### config.mk
export PLATFORM = sky130hd
export DESIGN_NAME = switch_arbiter
export DESIGN_NICKNAME = d
export VERILOG_FILES = /design/src/rtl/switch_arbiter.sv
export SDC_FILE = /design/constraint.sdc
export NUM_CORES = 1
export LEC_CHECK = 0
export ABC_AREA = 1
export BUFFER_PORTS_ARGS = -buffer_cell sky130_fd_sc_hd__buf_2
export CAP_MARGIN = 20
export CORE_UTILIZATION = 40
export DETAILED_ROUTE_END_ITERATION = 12
export HOLD_SLACK_MARGIN = 0.05
export SLEW_MARGIN = 20
export SYNTH_ARGS = -nofsm -noshare
export SYNTH_HDL_FRONTEND = slang
export SYNTH_SLANG_ARGS = --single-unit
### constraint.sdc
create_clock -name clk -period 4.3 [get_ports clk]
set_clock_uncertainty 0.2 [all_clocks]
set_input_delay 0.86 -clock clk [delete_from_list [all_inputs] [get_ports clk]]
set_output_delay 0.86 -clock clk [all_outputs]
set_load 0.1 [all_outputs]
### src/rtl/switch_arbiter.sv
// Output-port allocator for the 4-port switch: round-robin, all-or-nothing
// allocation of unicast/multicast requests with per-input starvation counters.
module switch_arbiter #(
  parameter int MAX_WAIT = 15,
  parameter int CNT_W    = 4
) (
  input  logic       clk,
  input  logic       rst_n,
  input  logic [3:0] req_i,
  input  logic [3:0] dst0_i,
  input  logic [3:0] dst1_i,
  input  logic [3:0] dst2_i,
  input  logic [3:0] dst3_i,
  output logic [3:0] grant_o,
  output logic [1:0] mux_sel0_o,
  output logic [1:0] mux_sel1_o,
  output logic [1:0] mux_sel2_o,
  output logic [1:0] mux_sel3_o,
  output logic [3:0] arb_active_o,
  output logic [1:0] rr_ptr_o,
  output logic       req_err_o
);

  localparam logic [CNT_W-1:0] MAX_CNT = CNT_W'(MAX_WAIT);

  logic [3:0][3:0]       dst_s;
  logic [3:0]            elig_s;
  logic [3:0]            win_s;
  logic [3:0]            free_s;
  logic [1:0]            start_s;
  logic [1:0]            idx_s;
  logic [1:0]            first_s;
  logic                  first_found_s;
  logic                  starve_found_s;
  logic [3:0]            grant_q, grant_d;
  logic [3:0]            active_q, active_d;
  logic [3:0][1:0]       sel_q, sel_d;
  logic [1:0]            rr_q, rr_d;
  logic [3:0][CNT_W-1:0] wait_q, wait_d;
  logic                  err_q, err_d;

  assign dst_s = {dst3_i, dst2_i, dst1_i, dst0_i};

  // Eligibility: live request with a non-empty mask, not granted last cycle.
  always_comb begin
    elig_s = 4'b0000;
    for (int i = 0; i < 4; i++) begin
      elig_s[i] = req_i[i] & (dst_s[i] != 4'b0000) & ~grant_q[i];
    end
  end

  // Scan inputs from the start index, granting whole masks that still fit.
  always_comb begin
    start_s        = rr_q;
    starve_found_s = 1'b0;
    for (int i = 0; i < 4; i++) begin
      if (!starve_found_s && (wait_q[i] == MAX_CNT)) begin
        start_s        = 2'(i);
        starve_found_s = 1'b1;
      end else begin
        start_s = start_s;
      end
    end
    free_s        = 4'b1111;
    win_s         = 4'b0000;
    first_s       = 2'd0;
    first_found_s = 1'b0;
    idx_s         = 2'd0;
    for (int k = 0; k < 4; k++) begin
      idx_s = start_s + 2'(k);
      if (elig_s[idx_s] && ((dst_s[idx_s] & ~free_s) == 4'b0000)) begin
        win_s[idx_s] = 1'b1;
        free_s       = free_s & ~dst_s[idx_s];
        if (!first_found_s) begin
          first_s       = idx_s;
          first_found_s = 1'b1;
        end else begin
          first_found_s = 1'b1;
        end
      end else begin
        free_s = free_s;
      end
    end
  end

  // Next-state for outputs, round-robin pointer and starvation counters.
  always_comb begin
    grant_d  = win_s;
    active_d = 4'b0000;
    sel_d    = sel_q;
    for (int i = 0; i < 4; i++) begin
      for (int j = 0; j < 4; j++) begin
        if (win_s[i] && dst_s[i][j]) begin
          active_d[j] = 1'b1;
          sel_d[j]    = 2'(i);
        end else begin
          active_d[j] = active_d[j];
        end
      end
    end
    if (first_found_s) begin
      rr_d = first_s + 2'd1;
    end else begin
      rr_d = rr_q;
    end
    wait_d = wait_q;
    for (int i = 0; i < 4; i++) begin
      if (win_s[i] || !req_i[i]) begin
        wait_d[i] = '0;
      end else if (elig_s[i] && (wait_q[i] != MAX_CNT)) begin
        wait_d[i] = wait_q[i] + CNT_W'(1);
      end else begin
        wait_d[i] = wait_q[i];
      end
    end
    err_d = |(req_i & {dst3_i == 4'b0000, dst2_i == 4'b0000,
                       dst1_i == 4'b0000, dst0_i == 4'b0000});
  end

  // State and registered outputs.
  always_ff @(posedge clk or negedge rst_n) begin
    if (!rst_n) begin
      grant_q  <= 4'b0000;
      active_q <= 4'b0000;
      sel_q    <= '0;
      rr_q     <= 2'd0;
      wait_q   <= '0;
      err_q    <= 1'b0;
    end else begin
      grant_q  <= grant_d;
      active_q <= active_d;
      sel_q    <= sel_d;
      rr_q     <= rr_d;
      wait_q   <= wait_d;
      err_q    <= err_d;
    end
  end

  assign grant_o      = grant_q;
  assign arb_active_o = active_q;
  assign mux_sel0_o   = sel_q[0];
  assign mux_sel1_o   = sel_q[1];
  assign mux_sel2_o   = sel_q[2];
  assign mux_sel3_o   = sel_q[3];
  assign rr_ptr_o     = rr_q;
  assign req_err_o    = err_q;

endmodule

==> metrics, run 1 <==
status completed; CTS buffer count 5; Post-Syn Instances around 430; DRT Wirelength 7720 um; Crit path required time about 4.3 ns; syn_nets approximately 470; share of cells above drive strength 1 21.0%; GRT Overall Usage about 22%; Initial Util about two fifths; first-pass GRT wire length 13100 um; half-perimeter wire length after placement about 6100 um; Synth area leaders dfrtp_1, nand2_1, nand3_1, inv_1, ha_1; R2R setup slack approximately 0.51 ns; GP Congestion roughly 0.95; initial antenna violation count 0; largest net degree at the start of global routing 36; core area just under 0.007 mm2; vias approximately 3000; reg-to-reg critical path startpoint wait_q[8]; layout net count a little over 500; # setup viols final 0; Rows 30; Yosys reg bits 35; post-synth cell types 32; ANT cells 0; max-cap check violation count 0; DRC 0; Overflow after GRT 0; Synth top area share around 30%; critical-path maximum fanout 13; post-route ant nets 0; H-tree lvl count 2; storage element area between 800 and 900 um2; max-slew violations 0; CP Data Arrival Time roughly 3.8 ns; Layout area overhead 16.1%; total negative setup slack 0 ns; Port Buffers 40; Tmin final roughly 3.8 ns; Hold EP mux_sel0_o[1]; DR pass1 iterations 5; Tightest Pin Transition ~0.8 ns; Post-Syn Area between 0.002 and 0.003 mm2; clk_lat worst skew around 0.3 ns; Placed Instances ~570; Slew Limit Headroom between 40% and 50%; die area roughly 0.0076 mm2; critical path class register to register; io pins a little over 40; hold slack final around 0.27 ns; DRT iter0 DRCs 152; Hold Fails Final Rpt 0; Hold Path Stages 2; post-synthesis sequential area ratio 30.2%; Longest Clk Path Bufs 2; RR Endpoint mux_sel0_o[1]; synth warn 0; Critical Path Start Type register; die width around 87 um; routed wire length per instance approximately 13 um; Post-Layout Cell Count ~580; period utilisation layout between 80% and 90%; RSZ-0062 raised after global routing no; CTS tree built; most common cell after layout, fill and taps aside nand2_1; min-delay worst type register to register; CTS clk-pin slew, worst paths 0.09 ns; multi-input logic area around 0.0018 mm2; clock sink count 35; HP Start mux_sel0_o[1]; fmax approximately 260 MHz; Yosys top cell by area dfrtp_1; most frequent cells in the layout nand2_1, nand3_1, inv_1; Die Y 87.1 um; Layout fillers approximately 740; Root Driver clkbuf_8; vias per inst between 5 and 6; mean post-synth cell area around 6.7 um2; critical path endpoint category register; r2r worst-path depth 25; vias in the first global route ~2900
-- per-layer routing --
metal	share of wire [%]	vias up	GRT usage [%]
li1	-	1485	-
met1	44	1368	26.9
met2	47	97	39.2
met3	5.7	24	4.08
met4	3.3	0	7.45
met5	0	-	0
-- per-stage QoR --
step                area, um2  setup slack [ns]  util (%)
floorplan                2900             0.233         -
global placement         3190             0.238      46.2
detailed placement       3190             0.145      46.2
CTS                      3310             0.152      47.9
global route             3360           0.00607      48.7
finish                   3360             0.510      48.7
-- sequential cells by signal, summed over array words and instances (netlist names) --
register / cells
wait_q: 16
req_err_o: 1
mux_sel2_o: 2
grant_o: 4
arb_active_o: 4
mux_sel0_o: 2
rr_ptr_o: 2
mux_sel1_o: 2
mux_sel3_o: 2
-- timing repair --
item	CTS	global route
hold endpoints to repair	0	0
setup buffers	0	3
hold buffers	0	0
endpoints found under the setup margin	0	30
gates resized for setup	0	7
-- logic make-up after synthesis --
group | after synthesis | synth area share (%)
compound gates | 36 | 7.55
xor+xnor | 8 | 2.42
fa+ha+maj | 12 | 5.18
buf+inv | 68 | 9.97
flops | 35 | 30.2
mux | 1 | 0.345
simple gates | 272 | 44.3
-- critical path, cell delays in order, from the launching register on --
cell and delay, ns:
dfrtp_1 0.40, ha_1 0.23, nand3_1 0.13, nand3b_1 0.13, nand2_4 0.17, ha_4 0.23, buf_4 0.18, o21ai_0 0.27
nand3_1 0.11, nand2_1 0.12, nor2_4 0.06, a21oi_2 0.18, nor2_1 0.09, nor2_4 0.15, nand3_1 0.09, nand2_1 0.07
nand2_1 0.04, nand2_1 0.09, inv_2 0.08, nand3_2 0.12, nand2_4 0.09, nand2_1 0.12, nand2_1 0.08, nor2_2 0.15
nand2_1 0.07, nand2_1 0.06
-- worst max-delay path by stage --
stage	slack (ns)	end	depth (start not counted)	start
floorplan	0.23	mux_sel0_o[0]	24	rr_ptr_o[1]
global placement	0.24	mux_sel1_o[0]	25	dst0_i[1]
detailed placement	0.14	mux_sel3_o[0]	25	dst0_i[1]
CTS	0.15	mux_sel3_o[0]	28	wait_q[8]
global route	0.006	mux_sel3_o[0]	28	wait_q[9]
finish	0.51	mux_sel0_o[1]	25	wait_q[8]
-- cell type report --
| class | count | area share (%) |
|---|---|---|
| Clock buffer | 5 | 2.05 |
| Clock inverter | 3 | 1.30 |
| Inverter | 60 | 6.81 |
| Multi-Input combinational cell | 329 | 52.3 |
| Sequential cell | 35 | 26.0 |
| Tap cell | 96 | 3.57 |
| Timing Repair Buffer | 48 | 7.96 |
-- synth_stat cells, drive strengths merged --
cell type	n
xor2	8
nor3b	4
ha	12
clkbuf	1
a31oi	4
a22oi	3
dfrtp	35
nand2	139
nand4	7
nand3b	2
inv	59
o22ai	2
o21ai	13
nor2	41
a21oi	9
clkinv	1
mux2i	1
buf	7
nand3	79
a21boi	4
o31ai	1
Power of run 1 is not shown: default switching activity piles up to over one toggle a cycle in this logic, so the estimate is an artifact.
==> run 2: changes to the inputs <==
- clock period: 4.3 -> 3.92 ns (I/O delays scaled with it)
==> metrics, run 2 (synthesis results as in run 1) <==
vias 2915 (was 2974); CTS clk-pin slew, worst paths 0.08 ns (was 0.09 ns); area post-placement 0.00323 mm2 (was 0.00319 mm2); DRC 0 (unchanged); Slew Limit Headroom 46.3% (was 46.8%); ANT cells 0 (unchanged); max reg flops 16 (unchanged); post-route ant nets 0 (unchanged); Tightest Pin Transition 0.806 ns (was 0.798 ns); DRT iter0 DRCs 169 (was 152); first-pass GRT wire length 12800 um (was 13100 um); Placement Setup Slack 0.0207 ns (was 0.145 ns); io pins 41 (unchanged); die width 87.1 um (unchanged); fmax 272 MHz (was 264 MHz); Finished Cell Area 0.00350 mm2 (was 0.00336 mm2); half-perimeter wire length after placement 6090 um (was 6110 um); Port Buffers 40 (unchanged); period utilisation layout 93.9% (was 88.2%); Critical Path Start Type register (unchanged); clk_lat worst skew 0.30 ns (about the same); Root Driver clkbuf_8 (unchanged); most frequent cells in the layout nand2_1, nand3_1, inv_1 (unchanged); DR pass1 iterations 4 (was 5); clock sink count 35 (unchanged); CTS tree built (unchanged); Initial Util 42.0% (unchanged); critical path class register to register (unchanged); initial antenna violation count 0 (unchanged); Longest Clk Path Bufs 2 (unchanged); max-slew violations 0 (unchanged); Final WS setup 0.238 ns (was 0.510 ns); largest net degree at the start of global routing 36 (unchanged); max-cap check violation count 0 (unchanged); die area 0.00759 mm2 (unchanged); status completed (unchanged); HP Start mux_sel2_o[0] (was mux_sel0_o[1]); share of cells above drive strength 1 25.3% (was 21.0%); GRT Overall Usage 21.8% (was 22.1%); most common cell after layout, fill and taps aside nand2_1 (unchanged); CTS buffer count 5 (unchanged); layout net count 519 (was 513); H-tree lvl count 2 (unchanged); Rows 30 (unchanged); Hold Fails Final Rpt 0 (unchanged); total negative setup slack 0 ns (unchanged); DRT Wirelength 7670 um (was 7720 um); core area 0.00691 mm2 (unchanged); min-delay worst type register to register (unchanged); GP Congestion 0.977 (was 0.951); vias in the first global route 2777 (was 2898); CTS Hold Buffers Added 0 (unchanged); CP Data Arrival Time 3.72 ns (was 3.82 ns); largest register by flop count wait_q (unchanged); Tmin final 3.68 ns (was 3.79 ns); routed wire length per instance 13.2 um (was 13.4 um); Overflow after GRT 0 (unchanged); Layout fillers 717 (was 738); Die Y 87.1 um (unchanged); Layout area overhead 20.9% (was 16.1%); r2r worst-path depth 26 (was 25); vias per inst 5.01 (was 5.16); # setup viols final 0 (unchanged); critical path endpoint category register (unchanged); reg-to-reg critical path startpoint wait_q[9] (was wait_q[8]); R2R setup slack 0.24 ns (was 0.51 ns); Crit path required time 3.96 ns (was 4.33 ns); Hold EP mux_sel2_o[0] (was mux_sel0_o[1]); Hold Path Stages 2 (unchanged); critical-path maximum fanout 12 (was 13); RR Endpoint mux_sel0_o[1] (unchanged)
## run 2: per-stage QoR
step	hold WS [ns]	util, %	cells
global placement	0.253	46.8	570
finish	0.271	50.7	582
floorplan	0.288	-	432
global route	0.297	50.7	582
detailed placement	0.259	46.8	570
CTS	0.278	48.2	578
## run 2: what timing repair did
item | in CTS | in global routing
resized for setup | 0 | 38
setup buffers | 0 | 4
endpoints found under the setup margin | 0 | 30
## run 2: how the worst max path moves through the flow
stage,cells after the start,slack [ns],startpoint,end
detailed placement,25,0.02,dst0_i[1],mux_sel3_o[0]
global placement,25,0.12,dst0_i[1],mux_sel1_o[0]
CTS,28,0.07,wait_q[9],mux_sel3_o[0]
floorplan,27,0.06,rr_ptr_o[0],mux_sel0_o[0]
global route,28,-0.04,wait_q[9],mux_sel0_o[0]
finish,26,0.24,wait_q[9],mux_sel0_o[1]
## run 2: cell type report
| class | instances | area (um2) | share of cell area [%] |
|---|---|---|---|
| repair buffers | 54 | 333 | 9.50 |
| clock inverters | 3 | 23.8 | 0.678 |
| multi-input cells | 329 | 1850 | 52.7 |
| clock buffers | 5 | 68.8 | 1.96 |
| inverters | 60 | 233 | 6.64 |
| flip-flops and latches | 35 | 878 | 25.1 |
| well taps | 96 | 120 | 3.43 |
## run 2: worst max-delay path: stages, from the launching register on
cell	delay (ns)
dfrtp_1	0.42
ha_4	0.17
nand2_1	0.09
nor2_4	0.15
nor2_4	0.05
nand2_4	0.08
nand2_4	0.07
ha_4	0.31
buf_6	0.15
nand3_1	0.08
o21ai_1	0.12
nand3_1	0.11
nand2_1	0.13
nor2_4	0.06
a21oi_2	0.18
nor2_1	0.09
nor2_4	0.15
nand3_1	0.10
a21oi_2	0.19
nor2_4	0.08
nand3_2	0.11
nand2_4	0.09
nand2_1	0.09
nand2_1	0.06
nor2_2	0.14
nand2_1	0.07
nand2_1	0.05
## run 2: routing by layer
layer	vias to the layer above	GRT usage, %	share of wire (%)
met3	13	3.32	4.3
met5	-	0	0
li1	1499	-	-
met2	77	36.4	49
met4	0	8.05	1.9
met1	1326	28.5	44
Power of run 2 is left out for the same reason.
==> run 3: changes to the inputs <==
- PLACE_DENSITY_LB_ADDON: not set -> 0.08
==> metrics, run 3 (synthesis results as in run 1) <==
status completed (unchanged); Layout fillers 718 (was 717); RSZ-0062 raised after global routing yes; Tightest Pin Transition 0.791 ns (was 0.806 ns); Longest Clk Path Bufs 2 (unchanged); max-cap check violation count 0 (unchanged); half-perimeter wire length after placement 6370 um (was 6090 um); core area 0.00691 mm2 (unchanged); period utilisation layout 94.8% (was 93.9%); GRT Overall Usage 23.2% (was 21.8%); CTS clk-pin slew, worst paths 0.08 ns (about the same); DRT Wirelength 8420 um (was 7670 um); layout net count 527 (was 519); # setup viols final 0 (unchanged); Initial Util 42.0% (unchanged); CTS tree built (unchanged); post-route ant nets 0 (unchanged); clk_lat worst skew 0.30 ns (about the same); CP Data Arrival Time 3.71 ns (was 3.72 ns); max-slew violations 0 (unchanged); Port Buffers 40 (unchanged); Placement Setup Slack -0.0226 ns (was 0.0207 ns); DR pass1 iterations 4 (unchanged); H-tree lvl count 2 (unchanged); ANT cells 0 (unchanged); clock sink count 35 (unchanged); Final WS setup 0.202 ns (was 0.238 ns); Crit path required time 3.91 ns (was 3.96 ns); die area 0.00759 mm2 (unchanged); largest register by flop count wait_q (unchanged); routed wire length per instance 14.3 um (was 13.2 um); Overflow after GRT 0 (unchanged); Critical Path Max Stage Delay 0.39 ns (was 0.42 ns); vias per inst 5.11 (was 5.01); critical path class register to register (unchanged); critical-path maximum fanout 6 (was 12); max reg flops 16 (unchanged); Layout area overhead 26.5% (was 20.9%); DRT iter0 DRCs 189 (was 169); min-delay worst type register to register (unchanged); io pins 41 (unchanged); CTS buffer count 5 (unchanged); core occupancy in the finished layout 53.1% (was 50.7%); Die Y 87.1 um (unchanged); Slowest cell on crit path dfrtp_1 (unchanged); critical path endpoint category register (unchanged); die width 87.1 um (unchanged); CTS Hold Buffers Added 0 (unchanged); first-pass GRT wire length 13500 um (was 12800 um); DRC 0 (unchanged); Critical Path Start Type register (unchanged); share of cells above drive strength 1 30.6% (was 25.3%); Tmin final 3.72 ns (was 3.68 ns); Slew Limit Headroom 47.3% (was 46.3%); vias 3013 (was 2915); initial antenna violation count 0 (unchanged); vias in the first global route 2890 (was 2777); Hold Fails Final Rpt 0 (unchanged); GP Congestion 0.963 (was 0.977); Top cell by count, worst path nand2_1 (unchanged); Root Driver clkbuf_8 (unchanged); most common cell after layout, fill and taps aside nand2_1 (unchanged); Rows 30 (unchanged); largest net degree at the start of global routing 36 (unchanged); fmax 269 MHz (was 272 MHz); most frequent cells in the layout nand2_1, nand3_1, inv_1 (unchanged)
[run 3: cell count changes in the layout (fill, tap and decap cells not counted), sizes merged]
cell,change
clkbuf,+2
buf,+7
inv,-1
bufinv,+1
clkinvlp,-1
[run 3: what timing repair did]
action,in CTS,in global routing
setup buffers,0,9
hold endpoints to repair,0,0
endpoints found under the setup margin,0,34
gates resized for setup,0,58
[run 3: final timing paths]
check | from | endpoint | slack [ns] | cells after the start
worst max-delay path | wait_q[9] | mux_sel1_o[0] | 0.20 | 30
worst min-delay path | mux_sel2_o[0] | mux_sel2_o[0] | 0.27 | 2
worst max register to register | wait_q[9] | mux_sel1_o[0] | 0.20 | 30
worst min register to register | mux_sel2_o[0] | mux_sel2_o[0] | 0.27 | 2
max in group asynchronous | rst_n | rr_ptr_o[1] | 2.61 | 1
min in group asynchronous | rst_n | wait_q[12] | 0.36 | 1
[run 3: final cells by class]
cell class | count | area [um2] | share of cell area, %
repair buffers | 62 | 383 | 10.4
flip-flops and latches | 35 | 878 | 24.0
well taps | 96 | 120 | 3.28
multi-input cells | 329 | 1940 | 52.8
clock inverters | 2 | 38.8 | 1.06
inverters | 60 | 229 | 6.24
clock buffers | 6 | 82.6 | 2.25
[run 3: metal layers]
layer	global-route usage (%)	share of wire (%)	vias up	wire, um
met5	0	0	-	0
met2	40.3	50	80	4180
met1	29.6	44	1402	3700
met4	7.45	1.9	0	162
met3	3.13	4.4	15	372
li1	-	-	1516	-
[run 3: per-stage QoR]
step	hold slack [ns]	TNS (ns)	instances	area, um2
after floorplan	0.288	0	432	2900
after global placement	0.255	-0.0521	573	3260
after detailed placement	0.257	-0.0415	573	3260
after CTS	0.277	0	581	3380
after global routing	0.302	-0.357	590	3670
final	0.274	0	590	3670
[run 3: critical path, delay by kind of cell (launching register included)]
family	cells	cell delay [ns]
AND/OR/NAND/NOR	26	2.28
adder cells (fa/ha/maj)	2	0.52
flip-flops	1	0.39
buffers and inverters	2	0.22
Power of run 3 is left out for the same reason.
